[config.mk]
export PLATFORM = sky130hd
export DESIGN_NAME = seg7_scan_scheduler_flat
export DESIGN_NICKNAME = d
export VERILOG_FILES = /design/src/rtl/seg7_scan_scheduler_pkg.sv /design/src/rtl/seg7_scan_scheduler_if.sv /design/src/rtl/seg7_scan_scheduler_slot_timer.sv /design/src/rtl/seg7_scan_scheduler.sv /design/src/flat_wrapper.sv
export SDC_FILE = /design/constraint.sdc
export NUM_CORES = 1
export LEC_CHECK = 0
export BUFFER_PORTS_ARGS = -buffer_cell sky130_fd_sc_hd__buf_2
export CAP_MARGIN = 20
export CORE_MARGIN = 5
export CORE_UTILIZATION = 34
export DETAILED_ROUTE_END_ITERATION = 10
export HOLD_SLACK_MARGIN = 0.02
export SYNTH_ARGS = -nofsm -noshare
export SYNTH_HDL_FRONTEND = slang
export SYNTH_SLANG_ARGS = --single-unit
[constraint.sdc]
create_clock -name clk -period 3.4 [get_ports clk]
set_clock_uncertainty 0.2 [all_clocks]
set_input_delay 0.17 -clock clk [delete_from_list [all_inputs] [get_ports clk]]
set_output_delay 0.17 -clock clk [all_outputs]
set_load 0.02 [all_outputs]
[src/rtl/seg7_scan_scheduler_pkg.sv]
// seg7_scan_scheduler: shared constants, types and helpers for the display scan scheduler.
package seg7_pkg;

    localparam int DIGITS = 4;
    localparam logic [3:0] ANODE_OFF = 4'b1111;

    typedef struct packed {
        logic [1:0] idx;
        logic       wrap;
    } next_t;

    // Circular upward search from idx+1; offset DIGITS lands back on idx, so a lone enabled digit is kept.
    function automatic next_t next_enabled(input logic [1:0] idx, input logic [3:0] mask);
        next_t r;
        r.idx = idx;
        for (int i = DIGITS; i >= 1; i--)
            if (mask[2'(idx + 2'(i))]) r.idx = 2'(idx + 2'(i));
        r.wrap = r.idx <= idx;
        return r;
    endfunction

    function automatic logic lz_blank(input logic [15:0] v, input logic [1:0] k);
        return k != 2'd0 && (v >> {k, 2'b00}) == 16'h0;
    endfunction

endpackage

[src/rtl/seg7_scan_scheduler_if.sv]
// seg7_scan_scheduler_if: value/decimal-point update channel with valid/ready handshake.
interface seg7_scan_scheduler_if;

    logic [15:0] value_in;
    logic [3:0]  dp_in;
    logic        value_valid;
    logic        value_ready;

    modport master (output value_in, dp_in, value_valid, input value_ready);
    modport slave  (input value_in, dp_in, value_valid, output value_ready);

endinterface

[src/rtl/seg7_scan_scheduler_slot_timer.sv]
// seg7_slot_timer: free-running slot counter with slot-end flag and next-cycle blank-phase flag.
module seg7_slot_timer #(
    parameter int SLOT_CYCLES  = 50000,
    parameter int BLANK_CYCLES = 500
) (
    input  logic clk,
    input  logic rst,
    output logic slot_end,
    output logic blank_next
);

    localparam int W = SLOT_CYCLES > 1 ? $clog2(SLOT_CYCLES) : 1;

    logic [W-1:0] cnt, cnt_next;

    assign slot_end   = cnt == W'(SLOT_CYCLES - 1);
    assign cnt_next   = slot_end ? '0 : cnt + 1'b1;
    // Outputs are registered, so the phase is judged on the count the next cycle will hold.
    assign blank_next = int'(cnt_next) < BLANK_CYCLES;

    always_ff @(posedge clk or posedge rst)
        if (rst) cnt <= '0;
        else     cnt <= cnt_next;

endmodule

[src/rtl/seg7_scan_scheduler.sv]
// seg7_scan_scheduler: 4-digit multiplexed display scan with blanking gap, zero suppression
// and frame-synchronous value update.
module seg7_scan_scheduler
    import seg7_pkg::*;
#(
    parameter int SLOT_CYCLES  = 50000,
    parameter int BLANK_CYCLES = 500,
    parameter int LZ_SUPPRESS  = 1
) (
    input  logic                        clk,
    input  logic                        rst,
    seg7_scan_scheduler_if.slave        bus,
    input  logic [3:0]                  digit_en,
    output logic [3:0]                  bcd_out,
    output logic                        dp_out,
    output logic [3:0]                  sel_an,
    output logic [1:0]                  digit_idx,
    output logic                        frame_done
);

    logic        slot_end, blank_next;
    logic [15:0] active, pending, active_next;
    logic [3:0]  act_dp, pend_dp, act_dp_next;
    logic        pending_full;
    next_t       nx;
    logic [1:0]  idx_next;
    logic        boundary, load, take, visible;

    seg7_slot_timer #(
        .SLOT_CYCLES (SLOT_CYCLES),
        .BLANK_CYCLES(BLANK_CYCLES)
    ) u_timer (
        .clk       (clk),
        .rst       (rst),
        .slot_end  (slot_end),
        .blank_next(blank_next)
    );

    assign bus.value_ready = ~pending_full;

    always_comb begin
        nx          = next_enabled(digit_idx, digit_en);
        idx_next    = slot_end ? nx.idx : digit_idx;
        boundary    = slot_end && nx.wrap;
        load        = boundary && pending_full;
        take        = bus.value_valid && !pending_full;
        active_next = load ? pending : active;
        act_dp_next = load ? pend_dp : act_dp;
        visible     = digit_en[idx_next] && !(LZ_SUPPRESS != 0 && lz_blank(active_next, idx_next));
    end

    // Display outputs are derived from next-state values so they move together with digit_idx.
    always_ff @(posedge clk or posedge rst)
        if (rst) begin
            digit_idx    <= 2'd0;
            frame_done   <= 1'b0;
            active       <= '0;
            act_dp       <= '0;
            pending      <= '0;
            pend_dp      <= '0;
            pending_full <= 1'b0;
            bcd_out      <= '0;
            dp_out       <= 1'b0;
            sel_an       <= ANODE_OFF;
        end else begin
            digit_idx    <= idx_next;
            frame_done   <= boundary;
            active       <= active_next;
            act_dp       <= act_dp_next;
            pending_full <= take | (pending_full & ~load);
            if (take) begin
                pending <= bus.value_in;
                pend_dp <= bus.dp_in;
            end
            bcd_out      <= active_next[{idx_next, 2'b00} +: 4];
            dp_out       <= act_dp_next[idx_next];
            sel_an       <= (blank_next || !visible) ? ANODE_OFF : ~(4'b0001 << idx_next);
        end

endmodule

[src/flat_wrapper.sv]
// flat-port wrapper written by rule: the top's interface ports become plain ports
module seg7_scan_scheduler_flat import seg7_pkg::*;
#(
    parameter int SLOT_CYCLES  = 50000,
    parameter int BLANK_CYCLES = 500,
    parameter int LZ_SUPPRESS  = 1
)
  (clk, rst, digit_en, bcd_out, dp_out, sel_an, digit_idx, frame_done, bus_value_in, bus_dp_in, bus_value_valid, bus_value_ready);
  seg7_scan_scheduler_if bus_i ();
  input  logic clk;
  input  logic rst;
  input  logic [3:0] digit_en;
  output logic [3:0] bcd_out;
  output logic dp_out;
  output logic [3:0] sel_an;
  output logic [1:0] digit_idx;
  output logic frame_done;
  input wire logic [$bits(bus_i.value_in)-1:0] bus_value_in;
  input wire logic [$bits(bus_i.dp_in)-1:0] bus_dp_in;
  input wire logic [$bits(bus_i.value_valid)-1:0] bus_value_valid;
  output wire logic [$bits(bus_i.value_ready)-1:0] bus_value_ready;
  assign bus_i.value_in = bus_value_in;
  assign bus_i.dp_in = bus_dp_in;
  assign bus_i.value_valid = bus_value_valid;
  assign bus_value_ready = bus_i.value_ready;
  seg7_scan_scheduler #(.SLOT_CYCLES(SLOT_CYCLES), .BLANK_CYCLES(BLANK_CYCLES), .LZ_SUPPRESS(LZ_SUPPRESS)) u_core (.clk(clk), .rst(rst), .bus(bus_i), .digit_en(digit_en), .bcd_out(bcd_out), .dp_out(dp_out), .sel_an(sel_an), .digit_idx(digit_idx), .frame_done(frame_done));
endmodule
* After elaboration in Yosys (flattened, before gate mapping)
Cells that the tools add are included.
Cells by class: equality and inequality tests 1, shift-type cells 3, add/subtract/negate cells 4, reduce and logical (&&, ||, !) cells 11, bitwise gates (word level) 5, $lt $le $gt $ge 6, muxes and demuxes 18
Operator list (number):
- $mux 16 | 2
- $add 16x1->16 const B | 1
- $eq 16x16->1 const B | 1
- $logic_not 16->1 | 1
- $lt 16x9->1 const B | 1
- $shiftx 16x5->4 | 1
- $shr 16x4->16 | 1
- $lt 2x3->1 const B | 4
- $bmux 1 s2 | 5
- $mux 2 | 4
- $mux 4 | 2
- $logic_and 1x1->1 | 5
- $mux 1 | 5
- $add 2x2->2 const B | 2
- $not 4->4 | 1
- $shl 1x2->4 const A | 1
- $logic_not 1->1 | 3
- $add 2x1->2 const B | 1
- $le 2x2->1 | 1
- $not 1->1 | 2
- $reduce_bool 2->1 | 1
- $and 1x1->1 | 1
- $logic_or 1x1->1 | 1
- $or 1x1->1 | 1
Storage, ports and cells: bits in registers 69

* Depth between registers and ports, before layout
word-level depth 18, depth in mapped cells 15

* Cells and area by module
A second synthesis with hierarchy kept.
Unflattened totals: cells, all modules 278, area, all modules 3364.5 um^2
Modules (own cells, without submodules):
- seg7_scan_scheduler | instances 1, area an instance 2411.1 um^2, cells each 188
- seg7_slot_timer | instances 1, area an instance 953.4 um^2, cells each 90

* Worst setup path before layout
No wires, ideal clock.
path type register to register, start point register u_core.digit_idx[1], end point register u_core.sel_an[3], stages on the path, launching flop included 15, slack -378 ps, data arrival time 3512 ps, clock period less this slack 3778 ps, buffers on the path 2, data required time 3134 ps, cell sequence dfrtp_1 clkbuf_1 mux2i_1 nor2_1 nor3_2 ha_1 and3_1 a21o_1 and2_1 buf_6 nor3_1 a21oi_1 a221o_1 or4_4 nand4_1
On the way: word-level cells in the longest chain between the ends 18, elaborated cells between the ends (all ways) 30
Ends and longest elaborated chain:
- start, declared | line seg7_scan_scheduler.sv:17 | output logic [1:0] digit_idx,
- start signal, assigned | line seg7_scan_scheduler.sv:66 | digit_idx <= idx_next;
- $add 2x2->2 | line seg7_scan_scheduler_pkg.sv:17 | if (mask[2'(idx + 2'(i))]) r.idx = 2'(idx + 2'(i));
- $bmux 1 s2 | line seg7_scan_scheduler_pkg.sv:17
- $mux 1 (implied by the code) | line seg7_scan_scheduler_pkg.sv:17
- $mux 2 (3 in series) | line seg7_scan_scheduler_pkg.sv:17
- $le 2x2->1 | line seg7_scan_scheduler_pkg.sv:18 | r.wrap = r.idx <= idx;
- $logic_and 1x1->1 | line seg7_scan_scheduler.sv:44 | boundary = slot_end && nx.wrap;
- $logic_and 1x1->1 | line seg7_scan_scheduler.sv:45 | load = boundary && pending_full;
- $mux 16 | line seg7_scan_scheduler.sv:47 | active_next = load ? pending : active;
- $shr 16x4->16 | line seg7_scan_scheduler_pkg.sv:23 | return k != 2'd0 && (v >> {k, 2'b00}) == 16'h0;
- $logic_not 16->1 | line seg7_scan_scheduler_pkg.sv:23
- $logic_and 1x1->1 | line seg7_scan_scheduler_pkg.sv:23
- $logic_not 1->1 | line seg7_scan_scheduler.sv:49 | visible = digit_en[idx_next] && !(LZ_SUPPRESS != 0 && lz_blank(active_next, idx_next));
- $logic_and 1x1->1 | line seg7_scan_scheduler.sv:49
- $logic_not 1->1 | line seg7_scan_scheduler.sv:77 | sel_an <= (blank_next || !visible) ? ANODE_OFF : ~(4'b0001 << idx_next);
- $logic_or 1x1->1 | line seg7_scan_scheduler.sv:77
- $mux 4 * | line seg7_scan_scheduler.sv:77
- end signal, assigned | line seg7_scan_scheduler.sv:77
- end, declared | line seg7_scan_scheduler.sv:16 | output logic [3:0] sel_an,
Mark *: on every way between the ends. The rest lies on a longest branch, timed or not. The select of a mux whose other input is x is not followed. A chain may end at the register's enable or synchronous reset.

* Worst setup path after layout
start point register u_core.digit_idx[1], end point register u_core.sel_an[1]
On the way: word-level cells in the longest chain between the ends 18, elaborated cells between the ends (all ways) 30
Ends and longest elaborated chain:
- $add 2x2->2 | line seg7_scan_scheduler_pkg.sv:17
- $bmux 1 s2 | line seg7_scan_scheduler_pkg.sv:17
- $mux 1 (implied by the code) | line seg7_scan_scheduler_pkg.sv:17
- $mux 2 (3 in series) | line seg7_scan_scheduler_pkg.sv:17
- $le 2x2->1 * | line seg7_scan_scheduler_pkg.sv:18
- $logic_and 1x1->1 * | line seg7_scan_scheduler.sv:44
- $logic_and 1x1->1 * | line seg7_scan_scheduler.sv:45
- $mux 16 * | line seg7_scan_scheduler.sv:47
- via u_core.active_next[5] | line seg7_scan_scheduler.sv:22 | logic [15:0] active, pending, active_next;
- $shr 16x4->16 * | line seg7_scan_scheduler_pkg.sv:23
- $logic_not 16->1 * | line seg7_scan_scheduler_pkg.sv:23
- $logic_and 1x1->1 * | line seg7_scan_scheduler_pkg.sv:23
- $logic_not 1->1 * | line seg7_scan_scheduler.sv:49
- $logic_and 1x1->1 * | line seg7_scan_scheduler.sv:49
- $logic_not 1->1 * | line seg7_scan_scheduler.sv:77
- $logic_or 1x1->1 * | line seg7_scan_scheduler.sv:77
- $mux 4 * | line seg7_scan_scheduler.sv:77
The timed path passes the listed nets; every way through them passes the cells marked *. The select of a mux whose other input is x is not followed.

==> results.yml <==
synthesis:
  synth-seq-cells: 69
  synth-edff-count: 0
  syn_nets: 386
  synth_cell_types: 53
  synthTopCellsByCount: "dfrtp_1, nand2_1, mux2_2"
  syn-mean-instance-area_um2: 9.97
  syn_area_mm2: 0.00355
  synthArstFlopShare_pct: 100
  seq_area_frac_synth_pct: 48.8
  synthCells: 356
  yosysTopAreaCell: "dfrtp_1"
  synth_area_leaders: "dfrtp_1, mux2_2, nand2_1"
  yosys_warnings: 0
  synth_top_area_share_pct: 45.8
  synth_ff_type: "dfrtp_1"
hold_path:
  min_path_type: "primary input to flip-flop"
  hold_path_end: "u_core.sel_an[0]"
  hold-path-cell-count: 3
  min-delay-start: "digit_en[0]"
drt:
  drc: 0
  routed_wl_mm: 8.48
  vias: 2893
  first_pass_iters: 4
  ant_nets: 0
  routedWlPerCell_um: 14.7
  drt_iter0_markers: 185
  vias_per_cell: 5.02
clock_tree:
  path_clk_slew_ns: 0.08
  cts_sinks: 69
  post_cts_buffers: 0
  numCtsBuffers: 9
  clock_latency_ns: 0.34
  cts_tree: "done"
  cts_buffer_depth: 2
  cts_root_buf: "clkbuf_8"
  cts_htree_levels: 3
cells_and_area:
  seq_area_mm2: 0.00173
  fin_cells: 576
  synthToLayoutAreaGrowth_pct: 27.4
  nets: 465
  antennaDiodeCount: 0
  multi_input_comb_area_mm2: 0.00176
  layout-drive-gt1-share_pct: 28.9
  fillers: 958
sta:
  whs_ns: 0.147
  post-route-period-util_pct: 97.1
  tightest_slew_ns: 1.05
  final.setup.tns_ns: 0
  slew_viol_final: 0
  fin_crit_ns: 3.30
  hold_viol: 0
  max_slew_margin_pct: 30.0
  max_clock_freq_mhz: 303
  finalSetupViolCount: 0
critical_path:
  end_kind: "flip-flop"
  crit-reg2reg-launch: "u_core.digit_idx[1]"
  reg2reg_slack_ns: 0.1
  r2r_cells: 11
  path_max_fanout: 7
  critPathArrivalTime_ns: 3.37
  r2r-end: "u_core.sel_an[1]"
  path_class: "flip-flop to flip-flop"
  cp-start-kind: "flip-flop"
  cp.required_ns: 3.47
placed_design:
  place.gp.congestion: 0.796
  dp_hpwl_mm: 6.27
  placed_cells: 538
  numPortBuffers: 39
grt:
  grt_usage_pct: 14.1
  grt.overflow.total: 0
  grt_pass1_wl_mm: 14.5
  grt_max_degree: 32
  antenna_found_initial: 0
  grt_pass1_vias: 2984
pwr:
  total_power_mw: 1.74
  vdd_ir_drop_max_uv: 282
  leakagePower_nw: 2.16
  pwr_density_cell_mw_per_mm2: 385
die:
  design.die.area_mm2: 0.0126
  rows: 37
  initial_utilization_pct: 34.7
  core_mm2: 0.0102
  io_pins: 40
  die_w_um: 112
  die_y_um: 112
status:
  outcome: "completed"
flow_run:
  cap_violations: 0
-- final cells by class --
cell class                      instances  share of cell area (%)
Sequential cell                        69                    38.3
Clock inverter                          6                    2.07
Multi-Input combinational cell        259                    38.8
Tap cell                              136                    3.76
Clock buffer                           10                    2.82
Timing Repair Buffer                   84                    13.2
Inverter                               12                   0.996
-- worst max-delay path, stage by stage (launching register included) --
cell	delay, ns
dfrtp_2	0.45
or3_4	0.40
a21boi_1	0.15
ha_1	0.34
and3_4	0.19
a21o_1	0.13
and2_4	0.23
mux2_4	0.33
a2bb2oi_2	0.16
nand4_1	0.11
or4_4	0.44
nand3_1	0.11
-- report_power, final --
part | leakage [nW] | total, mW | switching (mW) | internal (mW)
Combinational | 1.17 | 0.120 | 0.0509 | 0.0690
Sequential | 0.876 | 0.872 | 0.0244 | 0.848
Clock | 0.107 | 0.747 | 0.327 | 0.420
Total | 2.16 | 1.74 | 0.403 | 1.34
-- cell usage in the layout, fill, tap and decap left out, types with 3 or more instances in the layout --
master	count
nand2_1	64
dfrtp_1	63
buf_2	39
mux2_2	22
dlygate4sd3_1	22
buf_4	22
nor2_1	19
o21ai_0	16
mux2i_1	14
a21oi_1	14
inv_1	11
nand3_1	10
clkbuf_8	9
xnor2_1	7
nand2b_1	6
nand4_1	6
xor2_1	6
nor4_1	5
a31oi_1	4
a221o_1	4
dfstp_2	4
a21oi_2	3
and2_1	3
or3_1	3
o31ai_1	3
nor3_2	3
ha_1	3
-- cell families after synthesis --
| family | count (synthesis) | synth area share (%) |
|---|---|---|
| buf+inv | 28 | 3.52 |
| simple gates | 147 | 21.4 |
| mux | 37 | 11.2 |
| fa+ha+maj | 3 | 1.06 |
| xor+xnor | 13 | 3.21 |
| compound gates | 59 | 10.8 |
| flops | 69 | 48.8 |
-- repair_timing --
item,4_1_cts,5_1_grt
resized for setup,1,11
pin swaps,0,3
endpoints found under the hold margin,46,0
hold buffers,22,0
setup endpoints to repair,3,4
-- flip-flops by register name (all words and copies together) (netlist names) --
name                 count
u_core.active           16
u_core.pending          16
u_core.u_timer.cnt      16
u_core.act_dp            4
u_core.bcd_out           4
u_core.pend_dp           4
u_core.sel_an            4
u_core.digit_idx         2
u_core.dp_out            1
u_core.frame_done        1
u_core.pending_full      1
-- worst max path at each step --
stage                                    from               end  slack, ns  cells past startpoint
final                     u_core.digit_idx[1]  u_core.sel_an[1]        0.1                     11
after global placement    u_core.digit_idx[1]  u_core.sel_an[3]       0.03                     11
after detailed placement  u_core.digit_idx[1]  u_core.sel_an[1]      -0.06                     13
after global routing      u_core.digit_idx[1]  u_core.sel_an[3]      -0.03                     12
after CTS                 u_core.digit_idx[1]  u_core.sel_an[3]       0.01                     13
after floorplan           u_core.digit_idx[1]  u_core.sel_an[3]       0.01                     14
-- per-layer routing --
layer	vias up	track usage, %	part of all wire (%)
met1	1410	18.0	46
met3	7	3.40	3.3
met2	56	23.7	49
met5	-	0	0
li1	1420	-	-
met4	0	4.41	1.2
-- through the flow --
| stage | util (%) | cell area [um^2] | setup slack [ns] |
|---|---|---|---|
| 4_1_cts | 43.8 | 4480 | 0.0149 |
| 3_5_place_dp | 39.5 | 4040 | -0.0591 |
| 2_1_floorplan | - | 3590 | 0.0141 |
| 5_1_grt | 44.2 | 4520 | -0.0294 |
| 6_report | 44.2 | 4520 | 0.0972 |
| 3_3_place_gp | 39.5 | 4040 | 0.0277 |
No activity file was read; power rests on OpenSTA's default activity.
